`src/rtl/kbd_line_buffer.sv`:
```
// kbd_line_buffer: editable ASCII line (backspace, commit on enter, ack/clear release) with flat view, length/full, drop pulse and registered read port
module kbd_line_buffer #(
  parameter int MAX_LEN = 16,
  parameter int AW = $clog2(MAX_LEN),
  parameter int LW = $clog2(MAX_LEN + 1)
) (
  input  logic                 clock_27mhz,
  input  logic                 reset,
  input  logic [7:0]           ascii,
  input  logic                 ascii_ready,
  input  logic                 line_ack,
  input  logic                 clear,
  input  logic [AW-1:0]        rd_addr,
  output logic [7:0]           rd_data,
  output logic [8*MAX_LEN-1:0] line_flat,
  output logic [LW-1:0]        length,
  output logic                 line_valid,
  output logic                 full,
  output logic                 dropped
);
  typedef enum logic {EDIT, DONE} state_t;
  state_t state, state_next;
  logic [7:0] chars [MAX_LEN];
  logic printable, is_bs, is_enter, nonempty, wipe, push, pop, drop;
  logic [AW-1:0] wr_idx;
  assign printable = ascii >= 8'h20 && ascii <= 8'h5f && ascii != 8'h23;
  assign is_bs = ascii == 8'h08;
  assign is_enter = ascii == 8'h0d;
  assign nonempty = length != '0;
  assign full = length == LW'(MAX_LEN);
  always_ff @(posedge clock_27mhz)
    state <= reset ? EDIT : state_next;
  always_comb
    state_next = state == EDIT ? (ascii_ready && is_enter && nonempty && !clear ? DONE : EDIT)
                               : (line_ack || clear ? EDIT : DONE);
  always_comb begin
    line_valid = state == DONE;
    wipe = state == EDIT ? clear : line_ack || clear;
    push = state == EDIT && !clear && ascii_ready && printable && !full;
    pop = state == EDIT && !clear && ascii_ready && is_bs && nonempty;
    drop = ascii_ready && printable && (state == DONE || (!clear && full));
    wr_idx = push ? AW'(length) : AW'(length - LW'(1));
    for (int i = 0; i < MAX_LEN; i++) line_flat[8*i +: 8] = chars[i];
  end
  always_ff @(posedge clock_27mhz)
    if (reset) begin
      chars <= '{default: 8'h20};
      length <= '0;
      dropped <= 1'b0;
      rd_data <= 8'h00;
    end else begin
      dropped <= drop;
      rd_data <= 32'(rd_addr) < MAX_LEN ? chars[rd_addr] : 8'h20;
      if (wipe) begin
        chars <= '{default: 8'h20};
        length <= '0;
      end else if (push) begin
        chars[wr_idx] <= ascii;
        length <= length + LW'(1);
      end else if (pop) begin
        chars[wr_idx] <= 8'h20;
        length <= length - LW'(1);
      end
    end
endmodule

```
`config.mk`:
```
export PLATFORM = sky130hd
export DESIGN_NAME = kbd_line_buffer
export DESIGN_NICKNAME = d
export VERILOG_FILES = /design/src/rtl/kbd_line_buffer.sv
export SDC_FILE = /design/constraint.sdc
export NUM_CORES = 1
export LEC_CHECK = 0
export CAP_MARGIN = 20
export CORE_AREA = 2 2 135 137
export DETAILED_ROUTE_END_ITERATION = 7
export DIE_AREA = 0 0 137 139
export PLACE_DENSITY_LB_ADDON = 0.05
export SYNTH_ARGS = -nofsm -noshare
export SYNTH_HDL_FRONTEND = slang
export SYNTH_SLANG_ARGS = --single-unit
export TNS_END_PERCENT = 20
```
`constraint.sdc`:
```
create_clock -name clock_27mhz -period 3 [get_ports clock_27mhz]
set_clock_uncertainty 0.1 [all_clocks]
set_input_delay 0.6 -clock clock_27mhz [delete_from_list [all_inputs] [get_ports clock_27mhz]]
set_output_delay 0.6 -clock clock_27mhz [all_outputs]
set_load 0.01 [all_outputs]
```
**Word level (Yosys, flattened, before mapping)**

Cells that the tools add are included.

- Register bits after elaboration: 143
- Logic and storage cells: 74

- Add/subtract/negate cells: 2
- Order comparisons: 5
- Equal/unequal tests: 4
- Mux-type cells: 15
- Bitwise gates (word level): 6
- Reduce and logical (&&, ||, !) cells: 22

Operators by type and width:

| kind | number |
|---|---|
| $mux W128 | 2 |
| $bwmux W128 | 1 |
| $and A112 B112 Y112 | 1 |
| $not A112 Y112 | 1 |
| $bmux W8 S4 | 1 |
| $demux W8 S4 | 1 |
| $mux W8 | 3 |
| $eq A8 B4 Y1 const B | 2 |
| $or A16 B16 Y16 | 1 |
| $logic_and A1 B1 Y1 | 15 |
| $ge A5 B5 Y1 const B | 2 |
| $mux W5 | 2 |
| $not A4 Y5 | 2 |
| $ge A8 B6 Y1 const B | 1 |
| $le A8 B7 Y1 const B | 1 |
| $ne A8 B6 Y1 const B | 1 |
| $add A5 B1 Y5 const B | 1 |
| $eq A5 B5 Y1 const B | 1 |
| $lt A5 B1 Y1 const B | 1 |
| $reduce_bool A5 Y1 | 1 |
| $sub A5 B1 Y5 const B | 1 |
| $mux W1 | 4 |
| $mux W4 | 1 |
| $logic_not A1 Y1 | 2 |
| other kinds (4) | 5 |

**Longest topological paths before layout**

- Word-level depth: 15
- Gate-level depth with buffers: 10

**Worst setup path after synthesis**

OpenSTA, ideal clock, no wires.

- Kind: input port to flip-flop
- Start: input port rd_addr[1]
- End: register rd_data[0]
- Setup time: 0.128 ns
- Arrival time: 2.536 ns
- Setup slack: 0.236 ns
- Stages: 6
- Path buffers: 3
- Cell sequence: clkbuf_1 -> clkbuf_1 -> clkbuf_1 -> mux4_2 -> mux4_2 -> nor2b_1

- Word-level cells in the longest chain between the ends: 4

Ends and longest elaborated chain:

| what | line | RTL |
|---|---|---|
| start, declared | 13 | `input logic [AW-1:0] rd_addr,` |
| $not A4 Y5 (implied by the code) | 53 | `rd_data <= 32'(rd_addr) < MAX_LEN ? chars[rd_addr] : 8'h20;` |
| $bmux W8 S4 | 53 |  |
| $mux W8 (implied by the code) (2 in a row) | 53 |  |
| end signal, assigned | 53 |  |
| end, declared | 14 | `output logic [7:0] rd_data,` |

No other way between the ends. The select of a mux whose other input is x is not followed.
A chain may end at the register's enable or synchronous reset.

**Final worst setup path**

- Start: input port ascii[6]
- End: register chars (netlist bit line_flat[37])

- Word-level cells in the longest chain between the ends: 14
- Elaborated cells between the ends (all ways): 22
- Classes of those cells: order compare (4); eq/ne (2); mux (6); bitwise (2); reduce/logical (8)

Ends and longest elaborated chain:

| what | line | RTL |
|---|---|---|
| start, declared | 9 | `input logic [7:0] ascii,` |
| $ge A8 B6 Y1 / $le A8 B7 Y1 (equally long branches) | 26 | `assign printable = ascii >= 8'h20 && ascii <= 8'h5f && ascii != 8'h23;` |
| $logic_and A1 B1 Y1 (2 in a row) | 26 |  |
| $logic_and A1 B1 Y1 (2 in a row) | 39 | `push = state == EDIT && !clear && ascii_ready && printable && !full;` |
| $mux W4 | 42 | `wr_idx = push ? AW'(length) : AW'(length - LW'(1));` |
| $not A4 Y5 (implied by the code) | 58, 61 |  |
| $ge A5 B5 Y1 (implied by the code) / $lt A5 B1 Y1 (equally long branches) | 58, 61 |  |
| $logic_and A1 B1 Y1 (implied by the code) | 58, 61 |  |
| $mux W8 (implied by the code) | 58, 61 |  |
| $demux W8 S4 | 58, 61 |  |
| $or A16 B16 Y16 (no source line) | - |  |
| $mux W128 | 60 | `end else if (pop) begin` |
| $mux W128 | 57 | `end else if (push) begin` |
| end signal, assigned by index | 58 | `chars[wr_idx] <= ascii;` |
| end, declared | 23 | `logic [7:0] chars [MAX_LEN];` |

Several ways; a longest one is shown, not always the timed one. The select of a mux whose other input is x is not followed.

==> run summary <==
The register bit total from synthesis is 143. After synthesis, the largest family of logic cells by area is simple AND/OR/NAND/NOR gates. The launching element type of the critical path is a primary input. The total number of cells along the worst setup path is 7. The part of the cycle the worst path needs is 0.965. The number of fill cells in the layout came out at 1573. The gate count after technology mapping came out at 736. Clock latency on the worst-skew pair, taken at its later pin, is 0.43 ns. Across the VDD grid, the largest voltage drop is 0.000387 V.

From synthesis to final layout, the design area changed by 45.7%. The worst setup path is captured at a flop. The worst hold path was traced through 2 stages. The share of the yosys chip area belonging to registers is 0.416.

The per-cell via count in the routed design came out at 5.98. By count the netlist is led by 143 x sky130_fd_sc_hd__dfxtp_1, 124 x sky130_fd_sc_hd__nand2_1, 66 x sky130_fd_sc_hd__o22ai_1. The data arrival time of the critical path came out at 3.16 ns.

The number of hold buffers added after cts is 0. In this run the static leakage power is 3.63 nW. Once layout is complete, the cells apart from fillers number 1209.

sky130_fd_sc_hd__dfxtp_1 takes more of the synthesized area than any other cell. The y dimension of the die came out at 139 microns. The worst reg2reg path depth came out at 11. The final hold slack is 0.346 ns.

For this configuration, the core starts out at a cell density of 0.390. The number of nets handed over by synthesis was 756. The final setup violation count is 0. Of the cells placed in the final design, the portion with a size suffix greater than 1 is 0.214. By startpoint and endpoint, the worst setup path is classified as primary input to flop. The total die area came out at 0.0190 sq mm. The path class of the tightest hold or removal check is flop to flop. The total clock buffers created by CTS came out at 17. The remaining max-slew budget at the tightest pin is 0.424. Of the post-synthesis cell area, the dominant cell type holds 0.416. The H-tree was split into 4 levels. The average instance area after synthesis is 9.35 sq um. The largest stage delay on the critical path is 0.59 ns. The clock sink total came out at 143. The number of remaining DRC errors is 0. The core box area is 0.0177 sq mm. Of all nets on the critical path, the largest fanout is 4.

The maximum clock path buffer count is 2. The cell family contributing the most delay on the critical path is simple AND/OR/NAND/NOR gates. Wires add up to 28.1 mm.

For this design, the slowest cell found on the critical path is sky130_fd_sc_hd__or4b_4. The post-synthesis compound-gate area fraction is 0.171. Setup repair after global routing left no endpoint under its margin. The number of hold violations in the final report is 0. The final total negative setup slack is 0 ns. Counting both buffers and inverters, the worst setup path holds a total of 2. Across all layers, the routed design uses 7233 vias. The diode insertion count for antenna repair came out at 0. The number of placed I/O pins came out at 161. The largest net degree at the start of global routing is 79. The cell sitting at the root of the clock tree is a sky130_fd_sc_hd__clkbuf_16. The half-perimeter wire length after placement is 20.9 mm.

The net count of the finished layout is 987. After synthesis, the share of cell area in mux cells is 0.131. The xor-xnor portion of the synthesized cell area came out at 0.00763.

The transition at the pin with the smallest max-transition slack came out at 0.856 ns. The final core utilization came out at 0.568. The proportion of register bits with asynchronous set or reset after synthesis came out at 0. Of the total synthesized cell area, the portion taken by full adders, half adders and majority gates is 0.00545. The synthesized design contains 0 enable-type register cells. The count of buffers added on input and output ports is 160.

The required time at the endpoint of the critical path came out at 3.26 ns. The signal on the critical path passes through clkdlybuf4s50_1 > or4b_4 > buf_4 > nor4_1 > nand4b_1 > or3_1 > a21oi_1. The post-cts repair resize count came out at 0. The setup slack of the critical path after layout came out at 0.104 ns.

The average wire length per cell after detail routing is 23.2 microns. For flop-to-flop paths, the worst setup slack is 0.21 ns. The weighted congestion reported at the end of routability-driven placement is 0.886. Sorting the synthesized cells by area gives the leading types as sky130_fd_sc_hd__dfxtp_1 42%, sky130_fd_sc_hd__mux4_2 13%, sky130_fd_sc_hd__nand2_1 6.8%. Across the run, the number of max-cap violations was 0.

The cell with the most instances after synthesis is sky130_fd_sc_hd__dfxtp_1. Of the total synthesized cell area, the portion taken by AND, OR, NAND and NOR gates is 0.229. At the placement stage, the worst setup path has a slack of -0.306 ns.

The all-layer global routing usage came out at 0.295. The number of placed cells counting well taps came out at 1177. The design area came out at 0.0100 sq mm. The run finished with clean final reports. The number of nets still failing antenna checks after routing came out at 0.

The clock-pin slew reported for the worst setup and hold paths after clock tree synthesis came out at 0.07 ns. The synthesized area came out at 0.00688 sq mm. The length of the first detailed-routing pass in iterations is 5. The number of violations reported at the end of detailed-routing iteration 0 is 708.

The via count of the first global-routing pass is 6796. Buffers added to address setup during post-CTS repair amount to 0. The distinct cell type count after synthesis is 61. The total power consumption of the routed design is 4.21 mW. The initial antenna violation count is 0. The Yosys warning count is 0. The time the worst path needs with I/O delays and setup came out at 2.90 ns.

The maximum operating frequency is 0.345 GHz. The final number of max-transition violations came out at 0. The TritonCTS clock tree is built.

The die outline width is 137 microns. The placement row count is 49. The power density over the cells is 419 mW/mm^2. For this run, the leading register cell type out of synthesis is sky130_fd_sc_hd__dfxtp_1.

For this run the aggregate overflow at the end of global routing stands at 0. The cell area after placement is 0.00946 sq mm. The first global-routing pass estimated 41.8 mm of wire.
layout by cell type, fill, tap and decap left out, types with 11 or more instances in the layout:
| master | count |
|---|---|
| sky130_fd_sc_hd__a21oi_1 | 22 |
| sky130_fd_sc_hd__a31oi_1 | 16 |
| sky130_fd_sc_hd__and2_1 | 13 |
| sky130_fd_sc_hd__buf_4 | 103 |
| sky130_fd_sc_hd__clkbuf_16 | 17 |
| sky130_fd_sc_hd__clkdlybuf4s50_1 | 158 |
| sky130_fd_sc_hd__dfxtp_1 | 143 |
| sky130_fd_sc_hd__inv_1 | 12 |
| sky130_fd_sc_hd__mux4_2 | 40 |
| sky130_fd_sc_hd__nand2_1 | 124 |
| sky130_fd_sc_hd__nand3_1 | 42 |
| sky130_fd_sc_hd__nand4_1 | 31 |
| sky130_fd_sc_hd__nor2_1 | 35 |
| sky130_fd_sc_hd__nor3_1 | 11 |
| sky130_fd_sc_hd__o22ai_1 | 66 |
area by class of cell:
class	instances	area (sq um)	share of cell area
flip-flops and latches	143	2860	0.285
clock inverters	15	145	0.0145
inverters	13	48.8	0.00487
clock buffers	17	425	0.0424
multi-input cells	522	3760	0.375
repair buffers	270	2500	0.250
well taps	229	287	0.0286
power by group:
part | switching [mW] | leakage, nW | total [mW] | internal (mW)
Clock | 0.951 | 0.275 | 2.05 | 1.10
Combinational | 0.158 | 2.20 | 0.256 | 0.0989
Sequential | 0.00155 | 1.15 | 1.90 | 1.90
cell families after synthesis:
group / count (synthesis)
flip-flops: 143
adder cells (fa/ha/maj): 3
XOR/XNOR: 6
multiplexers: 40
AND/OR/NAND/NOR: 308
AO/OA/AOI/OAI: 165
buffers and inverters: 71
sequential cells by signal, summed over array words and instances, names as in the netlist:
| register | flops |
|---|---|
| length | 5 |
| line_flat | 128 |
| line_valid | 1 |
| dropped | 1 |
| rd_data | 8 |
final timing paths:
kind,from,to
min,line_flat[71],line_flat[71]
max,ascii[6],line_flat[37]
min reg2reg,line_flat[71],line_flat[71]
max reg2reg,length[1],line_flat[78]
layer usage:
| layer | global-route usage | up-vias | share of wire | routed length [microns] |
|---|---|---|---|---|
| met5 | 0 | - | 0 | 0 |
| met4 | 0.111 | 0 | 0.029 | 813 |
| met3 | 0.0588 | 54 | 0.084 | 2370 |
| met2 | 0.435 | 390 | 0.44 | 12400 |
| met1 | 0.424 | 3511 | 0.45 | 12500 |
| li1 | - | 3278 | - | - |
worst register-to-register path: stages (launching register included):
cell	delay (ns)
sky130_fd_sc_hd__dfxtp_1	0.48
sky130_fd_sc_hd__inv_1	0.18
sky130_fd_sc_hd__ha_1	0.22
sky130_fd_sc_hd__nand4bb_1	0.23
sky130_fd_sc_hd__inv_1	0.11
sky130_fd_sc_hd__nor3b_2	0.26
sky130_fd_sc_hd__buf_12	0.19
sky130_fd_sc_hd__nand3_2	0.22
sky130_fd_sc_hd__buf_4	0.26
sky130_fd_sc_hd__a22oi_2	0.16
sky130_fd_sc_hd__buf_4	0.19
sky130_fd_sc_hd__o22ai_1	0.08
Power figures use the tool's default switching activity.
